--- config.mk ---
export PLATFORM = sky130hd
export DESIGN_NAME = sht40_frame_parser
export DESIGN_NICKNAME = d
export VERILOG_FILES = /design/src/rtl/sht40_pkg.sv /design/src/rtl/sht40_crc8_serial.sv /design/src/rtl/sht40_frame_parser.sv
export SDC_FILE = /design/constraint.sdc
export NUM_CORES = 1
export LEC_CHECK = 0
export CAP_MARGIN = 20
export CORE_MARGIN = 3
export CORE_UTILIZATION = 51
export CTS_CLUSTER_DIAMETER = 100
export CTS_CLUSTER_SIZE = 8
export DETAILED_ROUTE_END_ITERATION = 10
export PLACE_DENSITY_LB_ADDON = 0.08
export SLEW_MARGIN = 20
export SYNTH_ARGS = -nofsm -noshare
export SYNTH_HDL_FRONTEND = slang
export SYNTH_HIERARCHICAL = 1
export SYNTH_SLANG_ARGS = --single-unit
export TNS_END_PERCENT = 1
--- constraint.sdc ---
create_clock -name clk -period 2.6 [get_ports clk]
set_input_delay 0.52 -clock clk [delete_from_list [all_inputs] [get_ports clk]]
set_output_delay 0.52 -clock clk [all_outputs]
set_load 0.02 [all_outputs]
--- src/rtl/sht40_pkg.sv ---
// Shared types and constants for the SHT40 measurement-frame parser.
package sht40_pkg;

  typedef enum logic [2:0] {
    ST_IDLE,
    ST_T_MSB,
    ST_T_LSB,
    ST_T_CRC,
    ST_H_MSB,
    ST_H_LSB,
    ST_H_CRC
  } state_e;

  // Must track the I2C master's own state encoding.
  localparam logic [2:0] MASTER_RECEIVE = 3'b011;

  localparam logic [7:0] CRC_POLY_DFLT = 8'h31;
  localparam logic [7:0] CRC_INIT_DFLT = 8'hFF;

  localparam int unsigned TEMP_SCALE  = 17500;
  localparam int unsigned TEMP_OFFSET = 4500;
  localparam int unsigned HUM_SCALE   = 12500;
  localparam int unsigned HUM_OFFSET  = 600;
  localparam int unsigned HUM_MAX     = 10000;

  typedef struct packed {
    logic [15:0] temp;
    logic [15:0] hum;
  } sample_t;

  // One MSB-first shift of a non-reflected CRC-8.
  function automatic logic [7:0] crc8_step(input logic [7:0] crc,
                                           input logic       bit_in,
                                           input logic [7:0] poly);
    logic fb;
    fb = crc[7] ^ bit_in;
    return {crc[6:0], 1'b0} ^ (fb ? poly : 8'h00);
  endfunction

endpackage

--- src/rtl/sht40_crc8_serial.sv ---
// Bit-serial CRC-8: one data bit per clock, result valid 8 cycles after load.
module sht40_crc8_serial
  import sht40_pkg::*;
#(
  parameter logic [7:0] CRC_POLY = CRC_POLY_DFLT,
  parameter logic [7:0] CRC_INIT = CRC_INIT_DFLT
) (
  input  logic       clk,
  input  logic       rst_n,
  input  logic       load,
  input  logic       seed,
  input  logic [7:0] byte_in,
  output logic       busy,
  output logic [7:0] crc_out
);

  logic [7:0] crc_q, crc_d;
  logic [7:0] sh_q, sh_d;
  logic [3:0] cnt_q, cnt_d;

  // A load restarts the engine even if a previous byte is still shifting.
  always_comb begin
    crc_d = crc_q;
    sh_d  = sh_q;
    cnt_d = cnt_q;
    if (load) begin
      crc_d = seed ? CRC_INIT : crc_q;
      sh_d  = byte_in;
      cnt_d = 4'd8;
    end else if (cnt_q != 4'd0) begin
      crc_d = crc8_step(crc_q, sh_q[7], CRC_POLY);
      sh_d  = {sh_q[6:0], 1'b0};
      cnt_d = cnt_q - 4'd1;
    end
  end

  always_ff @(posedge clk or negedge rst_n) begin
    if (!rst_n) begin
      crc_q <= CRC_INIT;
      sh_q  <= 8'h00;
      cnt_q <= 4'd0;
    end else begin
      crc_q <= crc_d;
      sh_q  <= sh_d;
      cnt_q <= cnt_d;
    end
  end

  assign busy    = (cnt_q != 4'd0);
  assign crc_out = crc_q;

endmodule

--- src/rtl/sht40_frame_parser.sv ---
// Parses the 6-byte SHT40 measurement frame, checks both CRC words, publishes raw samples.
// Optional macro SHT40_CONVERT_EN adds registered centi-degree / centi-percent outputs.
module sht40_frame_parser
  import sht40_pkg::*;
#(
  parameter logic [7:0]  CRC_POLY       = CRC_POLY_DFLT,
  parameter logic [7:0]  CRC_INIT       = CRC_INIT_DFLT,
  parameter int unsigned TIMEOUT_CYCLES = 200000
) (
  input  logic               clk,
  input  logic               rst_n,
  input  logic [2:0]         master_state,
  input  logic [3:0]         bytes_received,
  input  logic [7:0]         data_received,
  output logic [15:0]        temp_raw,
  output logic [15:0]        hum_raw,
  output logic               sample_valid,
  output logic               crc_error,
  output logic               frame_abort
`ifdef SHT40_CONVERT_EN
  ,
  output logic signed [15:0] temp_centi_c,
  output logic [15:0]        hum_centi_pct
`endif
);

  localparam int unsigned TW = $clog2(TIMEOUT_CYCLES);

  state_e      state_q, state_d;
  logic [2:0]  ms_q;
  logic [3:0]  cnt_q;
  sample_t     shadow_q, shadow_d;
  logic [TW-1:0] tmo_q, tmo_d;
  logic [15:0] temp_raw_q, temp_raw_d;
  logic [15:0] hum_raw_q, hum_raw_d;
  logic        sv_q, sv_d;
  logic        crc_err_q, crc_err_d;
  logic        abort_q, abort_d;

  logic        byte_stb;
  logic        frame_start;
  logic        eng_load, eng_seed, eng_busy;
  logic [7:0]  eng_crc;

  assign byte_stb    = (bytes_received != cnt_q);
  assign frame_start = (master_state == MASTER_RECEIVE) && (ms_q != MASTER_RECEIVE);

  sht40_crc8_serial #(
    .CRC_POLY (CRC_POLY),
    .CRC_INIT (CRC_INIT)
  ) u_crc (
    .clk     (clk),
    .rst_n   (rst_n),
    .load    (eng_load),
    .seed    (eng_seed),
    .byte_in (data_received),
    .busy    (eng_busy),
    .crc_out (eng_crc)
  );

  // Frame sequencing; a start always wins over a coincident byte.
  always_comb begin
    state_d    = state_q;
    shadow_d   = shadow_q;
    tmo_d      = tmo_q;
    temp_raw_d = temp_raw_q;
    hum_raw_d  = hum_raw_q;
    sv_d       = 1'b0;
    crc_err_d  = 1'b0;
    abort_d    = 1'b0;
    eng_load   = 1'b0;
    eng_seed   = 1'b0;

    if (frame_start) begin
      state_d = ST_T_MSB;
      tmo_d   = '0;
    end else if (state_q != ST_IDLE) begin
      if (byte_stb) begin
        tmo_d = '0;
        if (eng_busy && state_q != ST_T_MSB) begin
          abort_d = 1'b1;
          state_d = ST_IDLE;
        end else begin
          unique case (state_q)
            ST_T_MSB: begin
              shadow_d.temp[15:8] = data_received;
              eng_load = 1'b1;
              eng_seed = 1'b1;
              state_d  = ST_T_LSB;
            end
            ST_T_LSB: begin
              shadow_d.temp[7:0] = data_received;
              eng_load = 1'b1;
              state_d  = ST_T_CRC;
            end
            ST_T_CRC: begin
              if (data_received == eng_crc) begin
                state_d = ST_H_MSB;
              end else begin
                crc_err_d = 1'b1;
                state_d   = ST_IDLE;
              end
            end
            ST_H_MSB: begin
              shadow_d.hum[15:8] = data_received;
              eng_load = 1'b1;
              eng_seed = 1'b1;
              state_d  = ST_H_LSB;
            end
            ST_H_LSB: begin
              shadow_d.hum[7:0] = data_received;
              eng_load = 1'b1;
              state_d  = ST_H_CRC;
            end
            ST_H_CRC: begin
              if (data_received == eng_crc) begin
                temp_raw_d = shadow_q.temp;
                hum_raw_d  = shadow_q.hum;
                sv_d       = 1'b1;
              end else begin
                crc_err_d = 1'b1;
              end
              state_d = ST_IDLE;
            end
            default: state_d = ST_IDLE;
          endcase
        end
      end else if (tmo_q == TW'(TIMEOUT_CYCLES - 1)) begin
        abort_d = 1'b1;
        state_d = ST_IDLE;
      end else begin
        tmo_d = tmo_q + TW'(1);
      end
    end
  end

  always_ff @(posedge clk or negedge rst_n) begin
    if (!rst_n) begin
      state_q    <= ST_IDLE;
      ms_q       <= 3'b000;
      cnt_q      <= 4'd0;
      shadow_q   <= '0;
      tmo_q      <= '0;
      temp_raw_q <= 16'h0000;
      hum_raw_q  <= 16'h0000;
      sv_q       <= 1'b0;
      crc_err_q  <= 1'b0;
      abort_q    <= 1'b0;
    end else begin
      state_q    <= state_d;
      ms_q       <= master_state;
      cnt_q      <= bytes_received;
      shadow_q   <= shadow_d;
      tmo_q      <= tmo_d;
      temp_raw_q <= temp_raw_d;
      hum_raw_q  <= hum_raw_d;
      sv_q       <= sv_d;
      crc_err_q  <= crc_err_d;
      abort_q    <= abort_d;
    end
  end

  assign temp_raw    = temp_raw_q;
  assign hum_raw     = hum_raw_q;
  assign crc_error   = crc_err_q;
  assign frame_abort = abort_q;

`ifdef SHT40_CONVERT_EN
  logic [31:0]        t_prod, h_prod;
  logic [15:0]        t_int, h_int;
  logic signed [15:0] temp_centi_d, temp_centi_q;
  logic [15:0]        hum_centi_d, hum_centi_q;
  logic               sv2_q;

  // Fixed-point scaling of the freshly loaded raw words.
  always_comb begin
    t_prod       = 32'(temp_raw_q) * 32'(TEMP_SCALE);
    h_prod       = 32'(hum_raw_q) * 32'(HUM_SCALE);
    t_int        = 16'(t_prod >> 16);
    h_int        = 16'(h_prod >> 16);
    temp_centi_d = $signed(t_int - 16'(TEMP_OFFSET));
    hum_centi_d  = 16'h0000;
    if (h_int < 16'(HUM_OFFSET)) begin
      hum_centi_d = 16'h0000;
    end else if ((h_int - 16'(HUM_OFFSET)) > 16'(HUM_MAX)) begin
      hum_centi_d = 16'(HUM_MAX);
    end else begin
      hum_centi_d = h_int - 16'(HUM_OFFSET);
    end
  end

  always_ff @(posedge clk or negedge rst_n) begin
    if (!rst_n) begin
      temp_centi_q <= 16'sh0000;
      hum_centi_q  <= 16'h0000;
      sv2_q        <= 1'b0;
    end else begin
      sv2_q <= sv_q;
      if (sv_q) begin
        temp_centi_q <= temp_centi_d;
        hum_centi_q  <= hum_centi_d;
      end
    end
  end

  assign temp_centi_c  = temp_centi_q;
  assign hum_centi_pct = hum_centi_q;
  assign sample_valid  = sv2_q;
`else
  assign sample_valid  = sv_q;
`endif

endmodule
==> Yosys cells after proc, flatten, opt, wreduce, memory -nomap -nowiden <==
Cells that the tools add are included.
{ "totals": {"input_bits": 17, "output_inout_bits": 35, "regBits": 115, "elab_cells": 100} }
{ "classes": {"n_addsub": 2, "n_eq_ne": 14, "n_reduce_logical": 18, "bitwise_logic": 4, "mux": 46} }
{ "ops": {"columns": ["op", "count"], "rows": [
  ["$mux 18", 4],
  ["$mux 8", 5],
  ["$mux 1", 27],
  ["$reduce_and 5->1", 4],
  ["$add 18x1->18 const B", 1],
  ["$eq 18x18->1 const B", 1],
  ["$mux 3", 6],
  ["$pmux 3 s5", 1],
  ["$eq 3x2->1 const B", 3],
  ["$eq 3x3->1 const B", 3],
  ["$eq 8x8->1", 1],
  ["$mux 4", 2],
  ["$xor 8x8->8", 1],
  ["$mux 6", 1],
  ["$reduce_and 2->1", 3],
  ["$reduce_and 6->1", 1],
  ["$reduce_bool 3->1", 2],
  ["$ne 4x4->1", 1],
  ["$reduce_bool 2->1", 2],
  ["$reduce_bool 4->1", 1],
  ["$reduce_or 2->1", 2],
  ["$reduce_or 4->1", 1],
  ["$sub 4x1->4 const B", 1],
  ["$eq 3x1->1 const B", 1],
  ["7 further kinds", 9]
]} }

==> Longest topological paths before layout <==
{ "logic_depth": {"ltp_word": 9, "depth_mapped": 13, "depth_no_buf": 11} }

==> Hierarchy <==
The synthesis kept the hierarchy.
{ "modules_own_cells": {"columns": ["mod", "instances", "cells_each", "area_each_um2", "seq_area_each_um2"], "rows": [
  ["sht40_frame_parser", 1, 322, 4287.9, 2377.3],
  ["sht40_crc8_serial", 1, 107, 1004.7, 510.5]
]} }

==> Least setup slack after synthesis <==
OpenSTA, ideal clock, no wires.
{ "synth_timing": {"kind": "reg2reg", "startpoint": "reg u_crc.cnt_q[0]", "endpoint": "reg hum_raw_q[0], in the netlist hum_raw[0]", "setup_ns": 0.125, "t_arrival_ns": 2.678, "synth_period_minus_slack_ns": 2.803, "path_stages_with_launch": 11, "n_path_buf": 3, "required_ns": 2.475, "slack_ns": -0.203, "path_cell_list": "dfrtp_1 -> inv_1 -> ha_1 -> nor3b_4 -> inv_4 -> buf_6 -> or3_4 -> or4_4 -> buf_6 -> buf_12 -> mux2_4"} }
{ "synth_between": {"elab_chain_len": 4} }
{ "synth_lines": {"columns": ["item", "line", "source"], "rows": [
  ["start, declared", "sht40_crc8_serial.sv:19", "logic [3:0] cnt_q, cnt_d;"],
  ["start signal, assigned", "sht40_crc8_serial.sv:45", "cnt_q <= cnt_d;"],
  ["$reduce_bool 4->1", "sht40_crc8_serial.sv:49", "assign busy = (cnt_q != 4'd0);"],
  ["via eng_busy", "sht40_frame_parser.sv:42", "logic eng_load, eng_seed, eng_busy;"],
  ["$logic_and 1x1->1", "sht40_frame_parser.sv:80", "if (eng_busy && state_q != ST_T_MSB) begin"],
  ["$not 1->1 (no line)", null, null],
  ["$reduce_and 6->1 (no line)", null, null],
  ["end signal, assigned", "sht40_frame_parser.sv:156", "hum_raw_q <= hum_raw_d;"],
  ["end, declared", "sht40_frame_parser.sv:35", "logic [15:0] hum_raw_q, hum_raw_d;"]
]} }
The timed path passes the listed nets, and every way through them passes these cells.
A chain may end at the register's enable or synchronous reset.

==> Worst setup path after layout <==
{ "layout_timing": {"startpoint": "reg u_crc.cnt_q[1]", "endpoint": "reg temp_raw_q[8], in the netlist temp_raw[8]"} }
{ "layout_between": {"elab_chain_len": 4} }
{ "layout_lines": {"columns": ["item", "line", "source"], "rows": [
  ["$reduce_bool 4->1", "sht40_crc8_serial.sv:49", null],
  ["via eng_busy", "sht40_frame_parser.sv:42", null],
  ["$logic_and 1x1->1", "sht40_frame_parser.sv:80", null],
  ["$not 1->1 (no line)", null, null],
  ["$reduce_and 6->1 (no line)", null, null],
  ["end signal, assigned", "sht40_frame_parser.sv:155", "temp_raw_q <= temp_raw_d;"],
  ["end, declared", "sht40_frame_parser.sv:34", "logic [15:0] temp_raw_q, temp_raw_d;"]
]} }
The timed path passes the listed nets, and every way through them passes these cells.

==> flow_summary_export.csv <==
group,metric,value,unit
critical_path,rrSetupSlack,190,ps
critical_path,critPathArrivalTime,2790,ps
cells_and_area,drive_above_1_share,0.2844,
critical_path,cp-startpoint,"u_crc/cnt_q[1]",
timing,worstMarginPinSlew,620.9,ps
synth,ys_top_cells_by_area,"dfrtp_1 (51%), mux2_4 (8.5%), mux2_2 (7.4%)",
clock_network,root_buffer,"clkbuf_8",
clock_network,clk_pin_slew,60,ps
synth,syn-num-nets,449,
power,power,5569,uW
synth,synth_area,0.005293,mm2
synth,yosysMostFrequentCell,"dfrtp_1",
place,placedInstanceArea,0.006100,mm2
timing,skew,6.229,ps
power,powerDensity,827.1,mW/mm2
timing,rsz0062_at_grt,"no",
die,die_x,107.9,um
synth,syn_inst,429,
timing,slew_headroom,0.5829,
route,drtIter0Drc,213,
synth,yosysSeqAreaShare,0.5456,
timing,setup_viol,0,
synth,synth_area_leader_cell,"dfrtp_1",
global_routing,grt.overflow.total,0,
min_path,min_path_type,"input port to async pin",
critical_path,worstSetupStartpointType,"register",
route,drcViolationCount,0,
critical_path,path_buf_inv,3,
die,initial_utilization,0.5341,
clock_network,clkLatencyLatePin,500,ps
global_routing,first_global_vias,3621,
clock_network,htree_levels,4,
timing,finalCriticalPeriod,2408,ps
route,wl_per_cell,16.47,um
synth,synth-edff-count,0,
clock_network,cts_max_path_buffers,2,
run,maxCapViolCount,0,
synth,synth_seq_cells,115,
timing,max_freq,415.2,MHz
critical_path,cp_cell_sequence,"inv_1, ha_2, nor3b_4, inv_4, or3_4, or4_4, buf_12, mux2_4",
critical_path,worst_ep_required_time,2980,ps
synth,synth_flop_cell,"dfrtp_1",
synth,async_reset_ff_frac,1.000,
place,post-place-cells,624,
route,via_per_inst,5.463,
cells_and_area,finalNonFillerCells,657,
global_routing,antenna_found_initial,0,
synth,synth_warnings,6,
timing,fin_crit_sh,0.9262,
timing,slew_viol_final,0,
cells_and_area,antennaDiodeCount,0,
die,die_h,107.9,um
clock_network,tritoncts,"yes",
critical_path,crit_type,"register to register",
cells_and_area,area_growth,27.23,%
global_routing,grtUsageTotal,0.2071,
power,p_leak,0.003063,uW
route,num_vias,3589,
route,routed_wl,10820,um
die,io_pins,52,
cells_and_area,nets,531,
timing,hold_violations,0,
synth,syn_area_per_cell,12.34,um2
place,dp_hpwl,7439,um
cells_and_area,fillCellCount,748,
clock_network,post-cts-setup-buffer-count,0,
outcome,status,"complete, no violations",
global_routing,grt_pass1_wl,18530,um
clock_network,cts_sinks,115,
die,core,0.009910,mm2
synth,synth.distinct_cells,61,
critical_path,crit_path_end_kind,"register",
global_routing,grt_max_degree,68,
cells_and_area,fin_area,0.006734,mm2
critical_path,cp_top_family,"simple AND/OR/NAND/NOR gates",
critical_path,cp_max_fo,32,
die,rows,36,
route,drtAntennaViolNets,0,
critical_path,r2r_end,"temp_raw[8]",
critical_path,r2r-start,"u_crc/cnt_q[1]",
critical_path,r2r_cells,8,
route,drt_first_pass_iters,4,
place,gp_congestion,0.8423,
synth,synth_top_area_frac,0.5059,
critical_path,cpPeakStageDelay,440,ps
power,peakVddDrop,0.5149,mV
clock_network,cts_inserted_buffers,17,
die,die-area,0.01164,mm2
place,io_buffers,51,
synth,synth_commonest_cells,"dfrtp_1 (107), mux2_2 (35), nor2_1 (31), mux2_4 (30), a21oi_1 (29)",
critical_path,crit_slowest_cell,"or4_4",
## placed cells by master (no fill, tap or decap), types with 4 or more instances in the layout
cell type,netlist,layout
a21oi_1,29,29
buf_12,3,5
buf_4,2,25
bufinv_16,0,4
clkbuf_16,0,16
clkdlybuf4s50_1,0,50
clkinvlp_4,0,4
dfrtp_1,107,107
dfstp_2,8,8
inv_1,5,4
mux2_2,35,35
mux2_4,30,30
nand2_1,23,23
nand3_1,5,5
nand4_1,9,9
nor2_1,31,31
nor2b_1,7,7
nor3_1,24,24
nor4_1,4,4
o21ai_0,11,11
or3_1,6,6
or4_1,4,4
xnor2_1,21,21
xor2_1,4,4
## metal layers
layer | routed length (um) | share of wire | GRT usage
met2 | 5189 | 0.48 | 0.3255
met5 | 0 | 0 | 0
met3 | 402 | 0.037 | 0.05159
met1 | 5135 | 0.47 | 0.2868
met4 | 95 | 0.0088 | 0.05861
## through the flow
step	worst slack (ps)	TNS, ps	utilization	hold slack, ps
2_1_floorplan	-59.86	-1796	-	224.4
3_5_place_dp	-20.43	-383.2	0.6155	402.2
4_1_cts	195.9	0	0.6795	417.6
6_report	191.8	0	0.6795	428.3
3_3_place_gp	-13.70	-366.6	0.6155	394.3
5_1_grt	108.0	0	0.6795	434.0
## cells by family (layout without fill, tap and decap cells)
kind of cell	Yosys count	in the layout	share of synthesized area
AND/OR/NAND/NOR	131	131	0.1355
adder cells (fa/ha/maj)	3	3	0.007093
AO/OA/AOI/OAI	65	65	0.07707
XOR/XNOR	25	25	0.04137
buffers and inverters	25	120	0.03380
multiplexers	65	65	0.1596
flip-flops	115	115	0.5456
## sequential cells by signal, summed over array words and instances, names as in the netlist
| signal | flops |
|---|---|
| frame_abort | 1 |
| temp_raw | 16 |
| state_q | 3 |
| u_crc/cnt_q | 4 |
| u_crc/sh_q | 8 |
| cnt_q | 4 |
| shadow_q | 32 |
| u_crc/crc_out | 8 |
| sample_valid | 1 |
| crc_error | 1 |
| tmo_q | 18 |
| ms_q | 3 |
| hum_raw | 16 |
## timing repair
action,CTS,global route
hold buffers,1,0
resized for setup,0,0
endpoints found under the hold margin,14,0
## worst max-delay path by stage
stage,end,cells past startpoint
after floorplan,hum_raw[0],10
after global placement,hum_raw[5],6
after detailed placement,temp_raw[8],6
after CTS,temp_raw[8],8
after global routing,u_crc/crc_out[7],11
final,temp_raw[8],8
## power by group
group          switching, uW  total [uW]  internal (uW)
clock network            789        2390           1600
registers                195        2280           2080
logic                    455         899            445
## cell type report
class | instances | area, um2 | share of cell area
clock inverter | 13 | 182.7 | 0.02713
inverter | 7 | 28.78 | 0.004274
multi-input combinational | 289 | 2228 | 0.3309
sequential | 115 | 2888 | 0.4288
timing repair buffer | 81 | 798.3 | 0.1185
clock buffer | 19 | 441.7 | 0.06559
tap | 133 | 166.4 | 0.02471
Power figures use the tool's default switching activity.
